File: config.mk
export PLATFORM = sky130hd
export DESIGN_NAME = in_service_control
export DESIGN_NICKNAME = d
export VERILOG_FILES = /design/src/rtl/in_service_control.sv
export SDC_FILE = /design/constraint.sdc
export NUM_CORES = 1
export LEC_CHECK = 0
export CAP_MARGIN = 10
export CORE_MARGIN = 5
export CORE_UTILIZATION = 45
export CTS_CLUSTER_DIAMETER = 120
export DETAILED_ROUTE_END_ITERATION = 7
export GPL_TIMING_DRIVEN = 1
export PLACE_DENSITY_LB_ADDON = 0.25
export RECOVER_POWER = 50
export SLEW_MARGIN = 0
export SYNTH_ARGS = -nofsm -noshare
export SYNTH_HDL_FRONTEND = slang
export SYNTH_SLANG_ARGS = --single-unit
File: constraint.sdc
create_clock -name clk -period 5.6 [get_ports clk]
set_clock_uncertainty 0.05 [all_clocks]
set_input_delay 1.68 -clock clk [delete_from_list [all_inputs] [get_ports clk]]
set_output_delay 1.68 -clock clk [all_outputs]
set_load 0.02 [all_outputs]
File: src/rtl/in_service_control.sv
// In-service register and INTA acknowledge sequencer for an 8-level interrupt controller.
// Tracks serviced levels, handles EOI commands and keeps the rotating lowest-priority level.
module in_service_control (
  input  logic       clk,
  input  logic       reset_n,
  input  logic [7:0] interrupt_to_service,
  input  logic       inta_n,
  input  logic       auto_eoi_mode,
  input  logic       eoi_cmd,
  input  logic       eoi_specific,
  input  logic [2:0] eoi_level,
  input  logic       rotate_on_eoi,
  input  logic       set_priority_cmd,
  input  logic [2:0] priority_level,
  output logic [7:0] in_service_register,
  output logic [7:0] rotated_in_service,
  output logic [2:0] priority_rotate,
  output logic [2:0] vector_level,
  output logic       vector_valid,
  output logic       end_of_acknowledge,
  output logic [1:0] debug_state
);

  typedef enum logic [1:0] {
    IDLE      = 2'd0,
    ACK1_LOW  = 2'd1,
    ACK1_HIGH = 2'd2,
    ACK2_LOW  = 2'd3
  } state_t;

  state_t     r_state;
  logic       r_inta_prev;
  logic       r_spurious;
  logic [7:0] r_isr;
  logic [2:0] r_pri;
  logic [2:0] r_vec_level;
  logic       r_vec_valid;
  logic       r_eoa;

  logic       w_fall;
  logic       w_rise;
  logic       w_ack_start;
  logic       w_ack_done;
  logic       w_auto_clear;
  logic [2:0] w_req_level;
  logic [7:0] w_rot;
  logic       w_ns_found;
  logic [2:0] w_ns_idx;
  logic [2:0] w_ns_level;
  logic [7:0] w_clr_mask;
  logic [7:0] w_set_mask;
  logic [7:0] w_isr_next;
  logic [2:0] w_pri_next;

  assign w_fall       = ~inta_n & r_inta_prev;
  assign w_rise       = inta_n & ~r_inta_prev;
  assign w_ack_start  = (r_state == IDLE) & w_fall;
  assign w_ack_done   = (r_state == ACK2_LOW) & w_rise;
  assign w_auto_clear = w_ack_done & auto_eoi_mode & ~r_spurious;

  // A spurious (all-zero) request falls through to level 7.
  always_comb begin
    w_req_level = 3'd7;
    for (int i = 7; i >= 0; i--) begin
      if (interrupt_to_service[i]) w_req_level = 3'(i);
    end
  end

  always_comb begin
    w_rot = 8'h00;
    for (int i = 0; i < 8; i++) begin
      w_rot[i] = r_isr[3'(i) + r_pri + 3'd1];
    end
  end

  always_comb begin
    w_ns_found = 1'b0;
    w_ns_idx   = 3'd0;
    for (int i = 7; i >= 0; i--) begin
      if (w_rot[i]) begin
        w_ns_found = 1'b1;
        w_ns_idx   = 3'(i);
      end
    end
  end

  assign w_ns_level = w_ns_idx + r_pri + 3'd1;

  // EOI acts on the pre-set ISR; a bit set by a same-cycle acknowledge is ORed in afterwards.
  always_comb begin
    w_clr_mask = 8'h00;
    if (eoi_cmd) begin
      if (eoi_specific)    w_clr_mask[eoi_level]  = 1'b1;
      else if (w_ns_found) w_clr_mask[w_ns_level] = 1'b1;
    end
    if (w_auto_clear) w_clr_mask[r_vec_level] = 1'b1;
  end

  assign w_set_mask = w_ack_start ? interrupt_to_service : 8'h00;
  assign w_isr_next = (r_isr & ~w_clr_mask) | w_set_mask;

  always_comb begin
    w_pri_next = r_pri;
    if (w_auto_clear && rotate_on_eoi) w_pri_next = r_vec_level;
    if (eoi_cmd && rotate_on_eoi) begin
      if (eoi_specific)    w_pri_next = eoi_level;
      else if (w_ns_found) w_pri_next = w_ns_level;
    end
    if (set_priority_cmd) w_pri_next = priority_level;
  end

  always_ff @(posedge clk or negedge reset_n) begin
    if (!reset_n) begin
      r_state     <= IDLE;
      r_inta_prev <= 1'b1;
      r_spurious  <= 1'b0;
      r_isr       <= 8'h00;
      r_pri       <= 3'd7;
      r_vec_level <= 3'd0;
      r_vec_valid <= 1'b0;
      r_eoa       <= 1'b0;
    end else begin
      r_inta_prev <= inta_n;
      r_isr       <= w_isr_next;
      r_pri       <= w_pri_next;
      r_eoa       <= 1'b0;
      case (r_state)
        IDLE: begin
          if (w_fall) begin
            r_state     <= ACK1_LOW;
            r_vec_level <= w_req_level;
            r_spurious  <= ~|interrupt_to_service;
          end
        end
        ACK1_LOW: begin
          if (w_rise) r_state <= ACK1_HIGH;
        end
        ACK1_HIGH: begin
          if (w_fall) begin
            r_state     <= ACK2_LOW;
            r_vec_valid <= 1'b1;
          end
        end
        ACK2_LOW: begin
          if (w_rise) begin
            r_state     <= IDLE;
            r_vec_valid <= 1'b0;
            r_eoa       <= 1'b1;
          end
        end
        default: r_state <= IDLE;
      endcase
    end
  end

  assign in_service_register = r_isr;
  assign rotated_in_service  = w_rot;
  assign priority_rotate     = r_pri;
  assign vector_level        = r_vec_level;
  assign vector_valid        = r_vec_valid;
  assign end_of_acknowledge  = r_eoa;
  assign debug_state         = r_state;

endmodule

### After elaboration in Yosys (flattened, before gate mapping)

Cells that the tools add are included.

* register bits: 20
* bits in latches: 0
* bits in writable memories: 0
* bits in read-only memories: 0
* output and inout bits: 26
* logic and storage cells: 135
* memories kept: 0

* add/sub/neg operators: 16
* $mul: 0
* divide/modulo/power cells: 0
* order comparisons: 14
* equal/unequal tests: 7
* shifts and indexed selects: 0
* mux-type cells: 65
* bitwise gates (word level): 13
* reduce and logical (&&, ||, !) cells: 12

Operators with widths (count)
* $mux W3: 19
* $lt A3 B4 Y1 const B: 11
* $mux W8: 5
* $add A3 B1 Y3 const B: 8
* $bmux W1 S3: 8
* $mux W1: 24
* $or A8 B8 Y8: 2
* $add A3 B3 Y3 const A: 4
* $demux W1 S3: 3
* $ge A3 B1 Y1 const B: 3
* $and A8 B8 Y8: 1
* $mux W2: 4
* $ne A2 B2 Y1 const B: 4
* $not A8 Y8: 1
* $pmux W2 S4: 1
* $reduce_or A8 Y1: 1
* $add A2 B3 Y3 const A: 2
* $and A1 B1 Y1: 6
* $logic_and A1 B1 Y1: 5
* $eq A2 B2 Y1 const B: 2
* $reduce_and A4 Y1: 1
* $add A1 B3 Y3 const A: 1
* $add A3 B3 Y3: 1
* $not A1 Y1: 3
* other kinds (7): 7

### Depth between registers and ports, before layout

* word-level depth: 26
* depth in mapped cells: 21
* mapped depth without buffers: 18

### Least setup slack after synthesis

No wires, ideal clock.

* path kind: flip-flop to flip-flop
* from: register r_pri[1] (netlist: priority_rotate[1])
* to: register r_isr[4] (netlist: in_service_register[4])
* library setup time: 121 ps
* data arrival time: 4417 ps
* data required time: 5429 ps
* slack: 1011 ps
* cell stages (with the launch flop): 20
* path buffers: 3
* cell sequence: dfstp_2 -> clkbuf_1 -> inv_1 -> ha_1 -> buf_6 -> buf_8 -> mux4_1 -> mux2i_2 -> o2bb2ai_4 -> nor2_1 -> o21ai_0 -> o311ai_0 -> fa_1 -> inv_1 -> nor2_1 -> nand3_1 -> a21boi_0 -> or4_4 -> o21ai_1 -> nand2_1

* cells in the longest elaborated chain, start to end: 26

RTL lines
* from (decl): line 35 `logic [2:0] r_pri;`
* from (signal assigned): line 125 `r_pri <= w_pri_next;`
* $add A3 B3 Y3: line 72 `w_rot[i] = r_isr[3'(i) + r_pri + 3'd1];`
* $add A3 B1 Y3: line 72
* $bmux W1 S3: line 72
* $mux W1 (implied by the code): line 72
* $mux W3 (8 in a row): line 80 `if (w_rot[i]) begin`
* $add A3 B3 Y3: line 87 `assign w_ns_level = w_ns_idx + r_pri + 3'd1;`
* $add A3 B1 Y3: line 87
* $lt A3 B4 Y1 (implied by the code) or $ge A3 B1 Y1 (tied branches): line 94 `else if (w_ns_found) w_clr_mask[w_ns_level] = 1'b1;`
* (+4 left out)
* $mux W8 (*): line 93 `if (eoi_specific) w_clr_mask[eoi_level] = 1'b1;`
* $mux W8 (*): line 92 `if (eoi_cmd) begin`
* $or A8 B8 Y8 (no line)
* $mux W8 (*): line 96 `if (w_auto_clear) w_clr_mask[r_vec_level] = 1'b1;`
* $not A8 Y8 (*): line 100 `assign w_isr_next = (r_isr & ~w_clr_mask) | w_set_mask;`
* $and A8 B8 Y8 (*): line 100
* $or A8 B8 Y8 (*): line 100
* via w_isr_next[4]: line 52 `logic [7:0] w_isr_next;`
* to (signal assigned): line 124 `r_isr <= w_isr_next;`
* to (decl): line 34 `logic [7:0] r_isr;`

The timed path passes the listed nets; every way through them passes the cells marked *. The select of a mux whose other input is x is not followed.
A chain may end at the register's enable or synchronous reset.

### Final worst setup path

* from: register r_pri[0] (netlist: priority_rotate[0])
* to: output rotated_in_service[1]

* cells in the longest elaborated chain, start to end: 4

RTL lines
* $add A1 B3 Y3: line 72
* $add A3 B1 Y3: line 72
* $bmux W1 S3: line 72
* $mux W1 (implied by the code): line 72
* to (decl): line 16 `output logic [7:0] rotated_in_service,`

Every way passes these cells. The select of a mux whose other input is x is not followed.

==> summary.txt <==
Outcome -> finished clean
Vias per cell -> 6.32
Antenna violations before repair -> 0
Wire per inst -> 18.3 um
Post_cts resized -> 0
Reg-to-reg startpoint -> priority_rotate[0]
ANT nets after route -> 0
Critical path, cell by cell -> inv_2, ha_1, buf_4, mux2_2, mux4_2, clkdlybuf4s50_1
Crit path buffers/inverters -> 3
Area share of and/or/nand/nor cells after synthesis -> 20.5%
Hold Crit Class -> reg2reg
Slowest-stage cell, CP -> dfstp_2
CTS Buf Count -> 3
Met1 Use GR -> 27.0%
Worst Path Required -> 3.87 ns
Critical Path Start -> priority_rotate[0]
Busiest grt layer -> met2
Placed insts -> 392
Worst Path Max Fanout -> 14
HPWL after detailed placement -> 5550 um
Synth cell types -> 69
I/O pin count -> 48
M3 GR Usage -> 3.20%
Ys async rst share -> 100%
Critical Path AT -> 3.57 ns
Max-cap violation count -> 0
Final worst-path cycle share -> 94.7%
Crit end category -> output pin
Largest net degree at the start of global routing -> 21
Layout area overhead -> 21.2%
Seq/Total Area, Yosys -> 19.9%
Unrepaired setup endpoints after global routing -> false
Leak Pwr -> 1.12 nW
All-Layer GR Usage -> 19.9%
Layout cells sized above 1 -> 11.4%
P per Cell Area -> 429 mW/mm2
Routed wire length -> 7230 um
Synth Area in Compound Gates -> 25.2%
Highest Clock Rate -> 189 MHz
CTS sink cnt -> 20
Num rows -> 27
CORE AREA -> 0.00551 mm2
Root Buffer -> clkbuf_8
Most frequent cells in the layout -> clkdlybuf4s50_1 (41), nand2_1 (28), nor2_1 (27)
Clock buffer depth -> 2
Clk_lat worst skew -> 0.26 ns
Largest family of logic cells by synthesized area -> compound AO/OA/AOI/OAI gates
Diodes inserted -> 0
Die Footprint -> 0.00724 mm2
Number of fill cells -> 520
Slew Viols, Final -> 0
Post-synth EDFFs -> 0
Hold path start -> r_spurious
GR Util met2 -> 32.9%
Hold Vio Cnt, Final -> 0
PortBufs -> 47
Vias in the first global route -> 2390
Multiplexer share of the synthesized area -> 22.6%
Grt total ovfl -> 0
# Post-CTS Setup Buffers -> 0
Slew margin rel. -> 37.0%
DR vias -> 2501
Drt first pass iters -> 5
Post-Synth XOR/XNOR Area -> 1.38%
First-pass GRT wire length -> 11800 um
Drt initial violations -> 278
R2R Setup Slk -> 0.57 ns
CP Launch Type -> flip-flop
Gate Count Post-Synth -> 289
Non-Filler Instances -> 396
Htree depth -> 1
Fin nets -> 356
Setup TNS -> 0 ns
Synthesized area per cell -> 8.78 um2
Die height -> 85.1 um
Peak supply drop -> 253 uV
Setup ws final -> 0.297 ns
# DRC -> 0
Worst slew pin tran -> 0.942 ns
Routability-driven placement congestion ratio -> 0.983
CP top delay family -> buffers and inverters
Critical path class -> reg2out
Post-CTS Hold Buffers -> 0
Adder-cell area share of the yosys netlist -> 4.74%
Pre-CTS WS -> 0.612 ns
CTS tree -> done
Crit path time final -> 5.30 ns
Worst-path clk slew -> 0.07 ns
Post-Syn Nets -> 320
Final setup viols -> 0
Ys flop type -> dfrtp_1
Most common cell after layout, fill and taps aside -> clkdlybuf4s50_1
Synth Warn # -> 0
Initial Utilization -> 46.1%
Slowest Stage Delay on Critical Path -> 0.73 ns
Die width -> 85.1 um
Synthesized flop and latch total -> 20
Mapped Area -> 0.00254 mm2
## final cells by class
cell class                      count  area [um2]  share of cell area, %
Multi-Input combinational cell    241        1890                   61.4
Clock inverter                      1        30.0                  0.977
Sequential cell                    20         505                   16.4
Tap cell                           72        90.1                   2.93
Clock buffer                        3        41.3                   1.34
Timing Repair Buffer               48         478                   15.5
Inverter                           11        41.3                   1.34
## cells by family after synthesis
group                    after synthesis
XOR/XNOR                               4
multiplexers                          36
AND/OR/NAND/NOR                      103
flip-flops                            20
adder cells (fa/ha/maj)                9
AO/OA/AOI/OAI                         89
buffers and inverters                 28
## Yosys cell counts (all sizes together) (10+ instances only)
library cell	instances	share of area (%)
nand2	28	4.1
inv	11	1.6
nor3	10	2.0
nor2	28	4.2
mux2	10	4.4
mux2i	12	4.9
a21oi	14	2.8
o21ai	25	4.9
mux4	14	13
dfrtp	16	16
## worst reg2reg max path, delay by kind of cell, from the launching register on
kind            cells  cell delay (ns)
flops               1             0.73
buf+inv             3             0.62
fa+ha+maj           2             1.11
compound gates      4             0.55
simple gates        7             1.86
## metal layers
layer	share of wire, %	vias to the layer above
met4	1.6	0
met1	43	1194
met2	48	116
li1	-	1179
met5	0	-
met3	7.3	12
## power by group
| part | switching [mW] | internal [mW] | total [mW] |
|---|---|---|---|
| Sequential | 0.115 | 0.188 | 0.303 |
| Combinational | 0.465 | 0.406 | 0.871 |
| Clock | 0.0494 | 0.0953 | 0.145 |
## through the flow
step	instance area, um2	hold WS (ns)	util [%]	total power [mW]
floorplan	2540	0.401	-	0.893
global placement	3000	0.426	54.5	1.16
detailed placement	3000	0.429	54.5	1.17
CTS	3070	0.447	55.8	1.32
global route	3070	0.472	55.8	1.41
finish	3070	0.447	55.8	1.32
## flip-flops by register name, summed over array words and instances (netlist names)
register,cells
in_service_register,8
priority_rotate,3
vector_level,3
debug_state,2
end_of_acknowledge,1
r_inta_prev,1
r_spurious,1
vector_valid,1
## worst paths after layout
kind	end	cells past startpoint
max in group asynchronous	end_of_acknowledge	1
setup reg to reg	in_service_register[5]	16
hold reg to reg	r_spurious	2
min in group asynchronous	vector_level[2]	1
hold / removal	r_spurious	2
setup / recovery	rotated_in_service[1]	6
(Power assumes the default switching activity.)
